## src/rtl/clock_divider_prog.sv

```systemverilog
// Programmable clock divider / strobe generator on the 120 kHz system clock.
// Ratio H gives a square wave of period 2*(H+1) or a strobe every H+1 cycles.
//
// Ports:
//   clk_120kHz : system clock, rising edge
//   rstn       : asynchronous active-low reset
//   en         : count enable (low = pause, hold state)
//   sclr       : synchronous clear of count and output phase
//   load       : one-cycle request to capture div_val
//   div_val    : requested ratio value H
//   clk_out    : divided output (registered)
//   tick       : one-cycle pulse on each clk_out rise (registered)
//   pend       : captured ratio waiting for the next period boundary
module clock_divider_prog #(
   parameter int                CNT_W        = 13,
   parameter logic [CNT_W-1:0]  DEFAULT_HALF = CNT_W'(4999),
   parameter bit                PULSE_MODE   = 1'b0
) (
   input  logic             clk_120kHz,
   input  logic             rstn,
   input  logic             en,
   input  logic             sclr,
   input  logic             load,
   input  logic [CNT_W-1:0] div_val,
   output logic             clk_out,
   output logic             tick,
   output logic             pend
);

   logic [CNT_W-1:0] cnt;
   logic [CNT_W-1:0] h_r;
   logic [CNT_W-1:0] shadow;
   logic             term;
   logic             term_eff;
   logic             apply_now;

   assign term      = en && (cnt == h_r);
   // sclr wins over the terminal action, so no ratio swap on a cleared edge
   assign term_eff  = term && !sclr;
   // while paused there is no period in flight, so a load takes effect at once
   assign apply_now = load && !en;

   always_ff @(posedge clk_120kHz or negedge rstn) begin
      if (!rstn) begin
         cnt <= '0;
      end else if (sclr || apply_now || term) begin
         cnt <= '0;
      end else if (en) begin
         cnt <= cnt + CNT_W'(1);
      end
   end

   always_ff @(posedge clk_120kHz or negedge rstn) begin
      if (!rstn) begin
         h_r    <= DEFAULT_HALF;
         shadow <= DEFAULT_HALF;
         pend   <= 1'b0;
      end else begin
         if (load) begin
            shadow <= div_val;
         end
         // old shadow is applied even when a new load lands on the same edge
         if (apply_now) begin
            h_r <= div_val;
         end else if (term_eff && pend) begin
            h_r <= shadow;
         end
         if (load && en) begin
            pend <= 1'b1;
         end else if (term_eff || apply_now) begin
            pend <= 1'b0;
         end
      end
   end

   generate
      if (PULSE_MODE) begin : g_pulse
         always_ff @(posedge clk_120kHz or negedge rstn) begin
            if (!rstn) begin
               clk_out <= 1'b0;
               tick    <= 1'b0;
            end else if (sclr) begin
               clk_out <= 1'b0;
               tick    <= 1'b0;
            end else begin
               clk_out <= term;
               tick    <= term;
            end
         end
      end else begin : g_toggle
         always_ff @(posedge clk_120kHz or negedge rstn) begin
            if (!rstn) begin
               clk_out <= 1'b0;
               tick    <= 1'b0;
            end else if (sclr) begin
               clk_out <= 1'b0;
               tick    <= 1'b0;
            end else if (term) begin
               clk_out <= ~clk_out;
               tick    <= ~clk_out;
            end else begin
               tick    <= 1'b0;
            end
         end
      end
   endgenerate

endmodule

```

## config.mk

```make
export PLATFORM = sky130hd
export DESIGN_NAME = clock_divider_prog
export DESIGN_NICKNAME = d
export VERILOG_FILES = /design/src/rtl/clock_divider_prog.sv
export SDC_FILE = /design/constraint.sdc
export NUM_CORES = 1
export LEC_CHECK = 0
export CORE_MARGIN = 3
export CORE_UTILIZATION = 45
export DETAILED_ROUTE_END_ITERATION = 16
export GPL_TIMING_DRIVEN = 0
export PLACE_DENSITY = 0.79
export REMOVE_ABC_BUFFERS = 1
export SLEW_MARGIN = 20
export SYNTH_ARGS = -nofsm -noshare
export SYNTH_HDL_FRONTEND = slang
export SYNTH_SLANG_ARGS = --single-unit
export TNS_END_PERCENT = 50
```

## constraint.sdc

```tcl
create_clock -name clk_120kHz -period 1.77 [get_ports clk_120kHz]
set_input_delay 0.354 -clock clk_120kHz [delete_from_list [all_inputs] [get_ports clk_120kHz]]
set_output_delay 0.354 -clock clk_120kHz [all_outputs]
set_load 0.02 [all_outputs]
```

======== Word level (Yosys, flattened, before mapping) ========
Index checks and enable logic that the tools add are counted.
cells by class
  muxes and demuxes ....................... 10
  reduce and logical (&&, ||, !) cells .... 14
  $add $sub $neg .......................... 1
  eq/ne operators ......................... 1
  bitwise operators ....................... 1
operators by type and width
  operator                                       number
  2-to-1 mux 13 bit                              4
  adder 13 x 1 -> 13 bit, second input constant  1
  == test 13 bit                                 1
  nonzero test 2 bit                             4
  2-to-1 mux 1 bit                               6
  logical AND 1 bit                              5
  logical OR 1 bit                               3
  zero test 1 bit                                2
  NOT 1 bit                                      1
storage, ports and cells
  input bits .............................. 18
  output and inout bits ................... 3
  word-level logic and storage cells ...... 33
  register bits ........................... 42

======== Depth between registers and ports, before layout ========
  depth after elaboration ................. 6
  depth in mapped cells ................... 7

======== Worst setup path after synthesis ========
Ideal clock, no wire load.
  path kind ............................... input to register
  from .................................... input load
  to ...................................... register h_r[10]
  path buffers ............................ 3
  slack ................................... -0.138 ns
  arrival time ............................ 1.783 ns
  library setup time ...................... 0.125 ns
  cell stages on the path ................. 6
  data required time ...................... 1.645 ns
  path through ............................ buf_2 -> nor2b_1 -> buf_2 -> buf_1 -> mux2_2 -> mux2_4
on the way
  cells in the longest elaborated chain, start to end .. 2
  elaborated cells on any way between the ends .. 3
  those cells by class .................... mux: 1; reduce/logical: 2
RTL lines
  what                                                            RTL line  source
  start: declaration                                              23        input logic load,
  logical AND 1 bit *                                             41        assign apply_now = load && !en;
  2-to-1 mux 13 bit / nonzero test 2 bit (equally long branches)  --
  end signal: assignment                                          64        h_r <= div_val;
  end signal: assignment                                          66        h_r <= shadow;
  end: declaration                                                31        logic [CNT_W-1:0] h_r;
Every way passes the cells marked *; elsewhere a longest branch is shown, timed or not.
A chain may end at the register's enable or synchronous reset.

======== Worst setup path in the final report ========
  from .................................... register h_r[9]
  to ...................................... register clk_out
on the way
  cells in the longest elaborated chain, start to end .. 3
RTL lines
  what                          RTL line  source
  == test 13 bit                37        assign term = en && (cnt == h_r);
  logical AND 1 bit             37
  nonzero test 2 bit (no line)  --
  end signal: assignment        99        clk_out <= ~clk_out;
  end: declaration              25        output logic clk_out,
Every way passes these cells.

==> qor.csv <==
stage;metric;value;unit
placed_design;post-place-ws;-1.582;ns
global_routing;grtUsageTotal;0.1624;
layout;drive_gt1_frac;0.3816;
worst_setup_path;worstPathRequired;1.99;ns
global_routing;grt_pass1_vias;1539;
status;status;finished, violations left;
worst_setup_path;startpoint_type;flop;
synth;synth_top_area_share;0.3157;
timing;period_share;1.107;
worst_setup_path;path_class;flop to flop;
routing;avgViaCountPerCell;5.434;
routing;drt_iter0_markers;90;
worst_setup_path;reg2reg_depth;5;
routing;num_vias;1478;
die;core;4564;µm²
layout;nets;225;
layout;final_util;0.5847;
global_routing;antenna_found_initial;0;
synth;ys_ff_latch;42;
power_and_ir_drop;ir_worst_vdd;633.5;µV
timing;worst_clock_skew;0.005592;ns
timing;fin_crit;1.959;ns
clocking;cts.sinks;42;
worst_setup_path;worst-r2r-setup-slack;-0.19;ns
layout;diodes;0;
routing;drt-pass1-iter-count;4;
die;die_w;76.23;µm
timing;setup-violations-final;26;
synth;synth-async-reset-ratio;1.000;
power_and_ir_drop;seqPwrFrac;0.504;
placed_design;place.gp.congestion;0.8318;
timing;worstMarginPinSlew;0.8873;ns
synth;synth-edff-count;0;
timing;setup_tns;-2.761;ns
global_routing;grt_max_degree;23;
synth;synth_ff_type;dfrtp_1;
die;die_y;76.23;µm
routing;drc;0;
routing;drt_wl_total;4389;µm
run;cap_violations;0;
routing;postRouteAntennaNets;0;
die;num_rows;24;
timing;slew_headroom;0.4063;
clocking;cts-buffers-inserted;5;
layout;multiInputGateArea;1097;µm²
layout;fillCellCount;390;
routing;routedWlPerCell;16.14;µm
power_and_ir_drop;p_leak;1.116;nW
timing;hold_viol_final;0;
clocking;cts_buffer_depth;2;
worst_setup_path;arrival;2.18;ns
status;violations;negative setup slack;
worst_setup_path;cp-end-kind;flop;
synth;synth.distinct_cells;36;
power_and_ir_drop;power.internal;1.750;mW
placed_design;portBuffers;20;
worst_setup_path;crit_path_max_fanout;3;
global_routing;grt_overflow;0;
power_and_ir_drop;swShare;0.2402;
power_and_ir_drop;switchingPower;0.5533;mW
die;start_util;0.4863;
synth;syn_inst;184;
synth;ys_seq_area_frac;0.4814;
timing;setup_ws;-0.1894;ns
min_path;min_path_type;input port to async pin;
clocking;clk_latency;0.29;ns
power_and_ir_drop;clkPwrFrac;0.323;
timing;max_freq;510.3;MHz
layout;register_area;1072;µm²
die;io_pins;21;
synth;yosysWarnings;0;
clocking;path_clk_slew;0.08;ns
clocking;cts_tree;done;
power_and_ir_drop;power_frac_comb;0.173;
worst_setup_path;r2r_end;clk_out;
synth;yosys.area.top_type;dfrtp_1;
synth;synth_area_leaders;dfrtp_1, dfstp_2, mux2_2, mux2_4, xnor2_1;
worst_setup_path;worstReg2RegStart;h_r[9];
placed_design;hpwl;2846;µm
synth;avgSynthCellArea;12.06;µm²
timing;rsz0062_at_grt;true;
clocking;cts_root_buf;clkbuf_8;
clocking;ctsHtreeMaxLevel;2;
global_routing;grt_pass1_wl;7527;µm
clocking;hold_buffers;0;
timing;drv_slew;0;
power_and_ir_drop;power.density;863.0;nW/µm²
die;die-area;5811;µm²
layout;area_delta_synth_final;20.24;%
synth;syn_area;2220;µm²
## cells by family after synthesis
logic type,count (synthesis),share of synthesized area
fa+ha+maj,1,0.005636
buf+inv,17,0.03664
flops,42,0.4814
simple gates,44,0.1065
compound gates,19,0.06990
xor+xnor,20,0.07892
mux,41,0.2210
## worst max-delay path, stage by stage, from the launching register on
cell and delay (ns):
dfstp_2 0.55, xnor2_1 0.11, nand4_1 0.20, or4_4 0.51, or3_1 0.37, a21oi_1 0.14
## stage by stage
step	cell area (µm²)	cells	hold WS, ns	power, mW
finish	2669	272	0.02690	2.303
global route	2669	272	0.03623	2.420
CTS	2648	270	0.02977	2.326
detailed placement	2475	259	0.3553	1.556
global placement	2439	257	0.4619	1.531
floorplan	2157	172	0.05841	1.414
## worst max path at each step
| stage | from | endpoint | cells past startpoint |
|---|---|---|---|
| after CTS | h_r[9] | clk_out | 5 |
| after global routing | h_r[9] | clk_out | 5 |
| final | h_r[9] | clk_out | 5 |
| after detailed placement | en | cnt[0] | 5 |
| after global placement | load | h_r[10] | 4 |
| after floorplan | h_r[2] | cnt[0] | 5 |
## power by group through the flow
stage / clock (mW) / sequential [mW] / combinational, mW
3_5_place_dp: 0 / 1.18 / 0.378
3_3_place_gp: 0 / 1.17 / 0.360
2_1_floorplan: 0 / 1.16 / 0.254
5_1_grt: 0.814 / 1.18 / 0.429
6_report: 0.744 / 1.16 / 0.398
4_1_cts: 0.767 / 1.16 / 0.398
## synthesized netlist by cell type, drive strengths merged (2+ instances only)
master	count
a22oi	11
and3	3
and4	2
buf	9
clkbuf	3
dfrtp	28
dfstp	14
inv	5
mux2	37
mux2i	4
nand2	3
nand3	5
nand4	5
nor2	18
nor2b	2
nor3	2
o21ai	3
xnor2	13
xor2	7
## metal layers
metal / vias to the layer above / global-route usage / routed length, µm
met5: - / 0 / 0
met4: 0 / 0.05072 / 40
met3: 6 / 0.05083 / 195
met2: 37 / 0.2619 / 2152
met1: 738 / 0.2085 / 2000
li1: 697 / - / -
## sequential cells by signal, summed over array words and instances, names as in the netlist
signal / count
tick: 1
pend: 1
h_r: 13
cnt: 13
clk_out: 1
shadow: 13
## cells in the final DEF, fill, tap and decap left out, types with 2 or more instances in the layout
| cell type | n |
|---|---|
| mux2i_1 | 4 |
| nor2_1 | 17 |
| mux2_2 | 28 |
| a22oi_1 | 11 |
| nand3_1 | 5 |
| and3_1 | 2 |
| buf_4 | 3 |
| clkbuf_1 | 2 |
| nor3_1 | 2 |
| dfrtp_1 | 25 |
| clkdlybuf4s50_1 | 17 |
| dfstp_2 | 14 |
| xnor2_1 | 13 |
| buf_2 | 2 |
| nand4_1 | 5 |
| buf_12 | 2 |
| nand2_1 | 3 |
| mux2_4 | 9 |
| xor2_1 | 7 |
| clkbuf_8 | 5 |
| inv_1 | 4 |
| dfrtp_2 | 3 |
## layout make-up
| cell class | instances | area share |
|---|---|---|
| multi-input combinational | 125 | 0.4112 |
| sequential | 42 | 0.4018 |
| timing repair buffer | 27 | 0.1097 |
| tap | 65 | 0.03047 |
| clock buffer | 7 | 0.02860 |
| clock inverter | 1 | 0.01125 |
| inverter | 5 | 0.007032 |
## timing repair
| action | in CTS | in global routing |
|---|---|---|
| pin swaps | 4 | 2 |
| buffers inserted | 3 | 2 |
| setup endpoints to repair | 29 | 28 |
| resized for setup | 13 | 5 |
Note: power is estimated with default switching activity, not from simulation.
